**config.mk**
```make
export PLATFORM = sky130hd
export DESIGN_NAME = rnl_neuron_column
export DESIGN_NICKNAME = d
export VERILOG_FILES = /design/src/rtl/rnl_neuron_column.sv
export SDC_FILE = /design/constraint.sdc
export NUM_CORES = 1
export LEC_CHECK = 0
export CORE_MARGIN = 2
export CORE_UTILIZATION = 60
export CTS_CLUSTER_DIAMETER = 150
export CTS_CLUSTER_SIZE = 10
export DETAILED_ROUTE_END_ITERATION = 8
export GPL_ROUTABILITY_DRIVEN = 0
export PLACE_DENSITY_LB_ADDON = 0.25
export SLEW_MARGIN = 40
export SYNTH_ARGS = -nofsm -noshare
export SYNTH_HDL_FRONTEND = slang
export SYNTH_SLANG_ARGS = --single-unit
export TNS_END_PERCENT = 20
```
**constraint.sdc**
```tcl
create_clock -name clk -period 34.1 [get_ports clk]
set_input_delay 6.82 -clock clk [delete_from_list [all_inputs] [get_ports clk]]
set_output_delay 6.82 -clock clk [all_outputs]
set_load 0.1 [all_outputs]
```
**src/rtl/rnl_neuron_column.sv**
```systemverilog
// Column of ramp-no-leak neurons fed by temporally coded spike lines; one pulse per neuron per gamma cycle.
// Optional macro EXT_GAMMA_EN: gamma boundary comes from the gamma_clr port instead of the internal counter.

module rnl_neuron #(
  parameter int NUM_INPUTS   = 8,
  parameter int WEIGHT_WIDTH = 3,
  parameter int THRESHOLD    = 8,
  parameter int PULSE_WIDTH  = 8,
  parameter int INIT_WEIGHT  = 0,
  parameter int SYN_W        = 3
) (
  input  logic                    clk,
  input  logic                    rst,
  input  logic                    boundary,
  input  logic [NUM_INPUTS-1:0]   arrived,
  input  logic                    wr_en,
  input  logic [SYN_W-1:0]        wr_synapse,
  input  logic [WEIGHT_WIDTH-1:0] wr_data,
  output logic                    spike
);
  localparam int POT_W = $clog2(NUM_INPUTS * ((1 << WEIGHT_WIDTH) - 1) + 1);
  localparam int CNT_W = $clog2(PULSE_WIDTH + 1);

  logic [NUM_INPUTS-1:0][WEIGHT_WIDTH-1:0] w_q, w_d, ramp_q, ramp_d;
  logic [POT_W-1:0] pot;
  logic             fired_q, fired_d, spike_q, spike_d;
  logic [CNT_W-1:0] cnt_q, cnt_d;

  always_comb begin
    pot = '0;
    for (int i = 0; i < NUM_INPUTS; i++) pot = pot + POT_W'(ramp_q[i]);
  end

  // Writes land in w_q, so the ramp compares against the new weight from the next edge on.
  always_comb begin
    w_d = w_q;
    for (int i = 0; i < NUM_INPUTS; i++)
      if (wr_en && (wr_synapse == SYN_W'(i))) w_d[i] = wr_data;
  end

  always_comb begin
    ramp_d  = ramp_q;
    fired_d = fired_q;
    spike_d = spike_q;
    cnt_d   = cnt_q;
    // A ramp above a freshly lowered weight simply stops; there is no leak.
    for (int i = 0; i < NUM_INPUTS; i++)
      if (arrived[i] && (ramp_q[i] < w_q[i])) ramp_d[i] = ramp_q[i] + WEIGHT_WIDTH'(1);
    if (spike_q) begin
      if (cnt_q <= CNT_W'(1)) begin
        spike_d = 1'b0;
        cnt_d   = '0;
      end else begin
        cnt_d = cnt_q - CNT_W'(1);
      end
    end
    if (!fired_q && (32'(pot) >= 32'(THRESHOLD))) begin
      fired_d = 1'b1;
      spike_d = 1'b1;
      cnt_d   = CNT_W'(PULSE_WIDTH);
    end
    if (boundary) begin
      ramp_d  = '0;
      fired_d = 1'b0;
      spike_d = 1'b0;
      cnt_d   = '0;
    end
  end

  always_ff @(posedge clk or posedge rst) begin
    if (rst) begin
      w_q     <= {NUM_INPUTS{WEIGHT_WIDTH'(INIT_WEIGHT)}};
      ramp_q  <= '0;
      fired_q <= 1'b0;
      spike_q <= 1'b0;
      cnt_q   <= '0;
    end else begin
      w_q     <= w_d;
      ramp_q  <= ramp_d;
      fired_q <= fired_d;
      spike_q <= spike_d;
      cnt_q   <= cnt_d;
    end
  end

  assign spike = spike_q;
endmodule

module rnl_neuron_column #(
  parameter int NUM_INPUTS        = 8,
  parameter int NUM_OUTPUTS       = 8,
  parameter int GAMMA_CYCLE_WIDTH = 16,
  parameter int PULSE_WIDTH       = 8,
  parameter int WEIGHT_WIDTH      = 3,
  parameter int THRESHOLD         = 8,
  parameter int INIT_WEIGHT       = 0
) (
  input  logic                           clk,
  input  logic                           rst,
  input  logic [NUM_INPUTS-1:0]          input_spikes,
  input  logic                           wr_en,
  input  logic [$clog2(NUM_OUTPUTS)-1:0] wr_neuron,
  input  logic [$clog2(NUM_INPUTS)-1:0]  wr_synapse,
  input  logic [WEIGHT_WIDTH-1:0]        wr_data,
`ifdef EXT_GAMMA_EN
  input  logic                           gamma_clr,
`endif
  output logic [NUM_OUTPUTS-1:0]         output_spikes,
  output logic                           gamma_start
);
  localparam int NEU_W = $clog2(NUM_OUTPUTS);
  localparam int SYN_W = $clog2(NUM_INPUTS);

  logic                  boundary;
  logic [NUM_INPUTS-1:0] in_prev_q, in_prev_d, arrived_q, arrived_d, rise;

`ifdef EXT_GAMMA_EN
  logic gamma_start_q, gamma_start_d;

  assign boundary      = gamma_clr;
  assign gamma_start_d = gamma_clr;
  assign gamma_start   = gamma_start_q;

  always_ff @(posedge clk or posedge rst) begin
    if (rst) gamma_start_q <= 1'b1;
    else     gamma_start_q <= gamma_start_d;
  end
`else
  localparam int G_W = (GAMMA_CYCLE_WIDTH > 1) ? $clog2(GAMMA_CYCLE_WIDTH) : 1;
  logic [G_W-1:0] g_q, g_d;

  assign boundary    = (g_q == G_W'(GAMMA_CYCLE_WIDTH - 1));
  assign g_d         = boundary ? '0 : g_q + G_W'(1);
  assign gamma_start = (g_q == '0);

  always_ff @(posedge clk or posedge rst) begin
    if (rst) g_q <= '0;
    else     g_q <= g_d;
  end
`endif

  // First rise per line per gamma cycle latches arrival; a rise on the boundary edge is lost.
  always_comb begin
    rise      = input_spikes & ~in_prev_q;
    in_prev_d = input_spikes;
    arrived_d = boundary ? '0 : (arrived_q | rise);
  end

  always_ff @(posedge clk or posedge rst) begin
    if (rst) begin
      in_prev_q <= '0;
      arrived_q <= '0;
    end else begin
      in_prev_q <= in_prev_d;
      arrived_q <= arrived_d;
    end
  end

  for (genvar j = 0; j < NUM_OUTPUTS; j++) begin : g_neuron
    rnl_neuron #(
      .NUM_INPUTS  (NUM_INPUTS),
      .WEIGHT_WIDTH(WEIGHT_WIDTH),
      .THRESHOLD   (THRESHOLD),
      .PULSE_WIDTH (PULSE_WIDTH),
      .INIT_WEIGHT (INIT_WEIGHT),
      .SYN_W       (SYN_W)
    ) u_neuron (
      .clk       (clk),
      .rst       (rst),
      .boundary  (boundary),
      .arrived   (arrived_q),
      .wr_en     (wr_en && (wr_neuron == NEU_W'(j))),
      .wr_synapse(wr_synapse),
      .wr_data   (wr_data),
      .spike     (output_spikes[j])
    );
  end
endmodule

```
==> flow_summary.toml <==
[worst_setup_path]
r2r_start = "g_neuron[6].u_neuron.ramp_q[0]$_DFFE_PP0P_"
cp_slowest_cell = "buf_2"
worstSetupEndpointType = "output pin"
criticalPathCategory = "register to output pin"
slowest_delay_ps = 460
critical_path_arrival_ps = 1880
worstReg2RegEnd = "g_neuron[6].u_neuron.cnt_q[2]$_DFFE_PP0P_"
worst-path-max-fanout = 4
path_cells = "inv_1 > ha_1 > nor3b_1 > buf_2"
cp_num_buf_inv = 2
cp_top_family = "buffers and inverters"
cp-start-kind = "register"
crit_required_ps = 27280
ff2ff_path_depth = 15
r2r_slack_ps = 28730

[grt]
grt_first_pass_wirelength_um = 97430
antenna_found_initial = 8
met1_usage_pct = 33.47
top_usage_layer = "met2"
grt_max_degree = 159
use_met3_pct = 3.216
grtUsageMet2_pct = 44.54
grt_pass1_vias = 19500
overflow = 0
track_usage_pct = 25.58

[timing]
worst_clock_skew_ps = 13.52
rsz0062_at_grt = "false"
clock.fmax_ghz = 0.1149
max-slew-margin-rel_pct = 41.24
finalSetupViolations = 0
final.setup.tns_ps = 0
fin_crit_sh_pct = 25.52
min_period_ps = 8702
slew_violations = 0
worst_slew_pin_slew_ps = 881.4
finalHoldViolations = 0

[drt]
drc = 0
routedWlPerCell_um = 17.71
vias = 18470
routed_wl_um = 58500
vias_per_cell = 5.592
initialDrtViolationCount = 855
dr.pass1.iters = 5
ant_nets = 0

[floorplanning]
die_w_um = 220
fp.dieArea_um2 = 48400
coreArea_um2 = 46260
die_h_um = 220
rows = 79
initial_core_util_pct = 60.51
io_pins = 29

[worst_hold_path]
min_to = "g_q[0]$_DFF_PP0_"
worstHoldStart = "g_q[0]$_DFF_PP0_"
hold_class = "register to register"
holdPathStages = 1

[synth]
netlist.area_leader.share_pct = 40.41
yosysSeqAreaShare_pct = 40.41
synth.avg_cell_area_um2 = 10.52
synth_flop_cell = "dfrtp_1"
yosysMostFrequentCell = "dfrtp_1"
syn_inst = 2661
synth-edff-count = 0
synth_fp_nets = 3107
synth_area_um2 = 27990
netlist_top_cells_count = "452 x dfrtp_1, 413 x inv_1, 314 x ha_1"
yosysUniqueCellTypes = 51
synth_top_area_cell = "dfrtp_1"
synth_area_leaders = "dfrtp_1 40%, ha_1 14%, fa_1 8.0%"
ys_ff_latch = 452
async_reset_ff_share_pct = 100.0
yosysWarnings = 0

[pwr]
ir_drop_mv = 0.04537
p_leak_nw = 16.58
power_density_nw_per_um2 = 39.60

[final_layout]
layout-drive-gt1-share_pct = 9.573
syn2layout_area_growth_pct = 8.041
filler_cell_count = 3538
post-route-util_pct = 65.38
fin_cells = 3303
design_area_um2 = 30240
fin_nets = 3139

[run]
drv_cap = 0

[placement]
portBuffers = 28
dp_cells = 3247
post-dp-hpwl_um = 40750
place_area_um2 = 28890

[clock_network]
cts_made_buffers = 51
clockBufferDepth = 3
hold_buffers = 0
clk_latency_ps = 590
cts_tree = "done"
cts_setup_buffers = 0
clock_sinks = 452
clock-root-buffer = "clkbuf_16"
clk_pin_slew_ps = 50
h-tree-depth = 2
cts_resized = 0

[outcome]
status = "finished, final reports clean"
-- flip-flops by register name, summed over array words and instances (netlist names) --
| register | cells |
|---|---|
| arrived_q | 8 |
| g_neuron.u_neuron.cnt_q | 32 |
| g_neuron.u_neuron.spike | 8 |
| g_neuron.u_neuron.ramp_q | 192 |
| g_q | 4 |
| g_neuron.u_neuron.w_q | 192 |
| in_prev_q | 8 |
| g_neuron.u_neuron.fired_q | 8 |
-- placed cells by master, fill, tap and decap left out, types with 5 or more instances in the layout --
master           count
nor2_2               7
inv_1              412
clkdlybuf4s50_1     16
nor3b_1              8
buf_6                5
and3_1              13
ha_1               314
o211ai_1            64
mux2_2             150
o22ai_1              8
nor4_1               6
xnor2_1             30
o21ai_0            115
a21o_1              24
a21oi_1            129
clkbuf_16           53
nand2_1             99
nand2b_1            71
dfrtp_1            451
fa_1               112
mux2i_1             66
nand3_1              6
nor3_1              16
o31ai_1             10
buf_2               10
xor2_1             125
nor2_1             250
nor2b_1             66
-- layout make-up --
type                       instances  area (µm²)  share of cell area (%)
antenna                            1       2.502                0.008274
clock buffer                      54        1330                   4.398
clock inverter                     1       8.758                 0.02896
inverter                         413        1558                   5.151
multi-input combinational       1737       14880                   49.21
sequential                       452       11310                   37.40
tap                              607       759.5                   2.511
timing repair buffer              38       389.1                   1.287
-- worst register-to-register path: stages, from the launching register on --
cell     delay (ps)
dfrtp_1         430
ha_1            250
fa_1            400
xor2_1          200
fa_1            510
inv_1            70
fa_1            500
fa_1            550
inv_1            50
fa_1            510
fa_1            450
xor2_1          160
a311o_1         350
o41ai_2         570
nand2_2         170
a21oi_2         140
-- routing by layer --
layer	part of all wire, %	routed length [µm]	vias up
li1	-	-	8742
met1	44	25640	9338
met2	49	28920	278
met3	4.2	2437	108
met4	2.5	1460	6
met5	0.079	46	-
-- cells by family after synthesis --
group | Yosys count | share of synthesized area [%]
multiplexers | 220 | 8.555
buffers and inverters | 472 | 6.526
XOR/XNOR | 155 | 4.850
flip-flops | 452 | 40.41
AND/OR/NAND/NOR | 563 | 9.596
AO/OA/AOI/OAI | 373 | 8.023
adder cells (fa/ha/maj) | 426 | 22.04
-- worst max path at each step --
stage	end	depth (start not counted)	start	slack, ps
2_1_floorplan	arrived_q[0]$_DFF_PP0_	1	rst	14680
3_3_place_gp	g_neuron[3].u_neuron.ramp_q[16]$_DFFE_PP0P_	4	rst	24620
3_5_place_dp	g_neuron[3].u_neuron.ramp_q[16]$_DFFE_PP0P_	4	rst	24840
4_1_cts	gamma_start	4	g_q[0]$_DFF_PP0_	25360
5_1_grt	gamma_start	4	g_q[0]$_DFF_PP0_	25340
6_report	gamma_start	4	g_q[0]$_DFF_PP0_	25400
-- where the power goes --
part | switching [mW] | total, mW | internal, mW
sequential | 0.0193 | 0.591 | 0.572
combinational | 0.0730 | 0.125 | 0.0518
clock | 0.211 | 0.482 | 0.271
total | 0.303 | 1.20 | 0.895
-- through the flow --
step                      total power, mW  worst slack (ps)  hold WS, ps
final                               1.198             25400        498.0
after global routing                1.249             25340        508.7
after CTS                           1.207             25360        498.0
after detailed placement           0.7254             24840        485.8
after global placement             0.7132             24620        468.9
after floorplan                    0.6876             14680        454.2
Power figures use the tool's default switching activity.
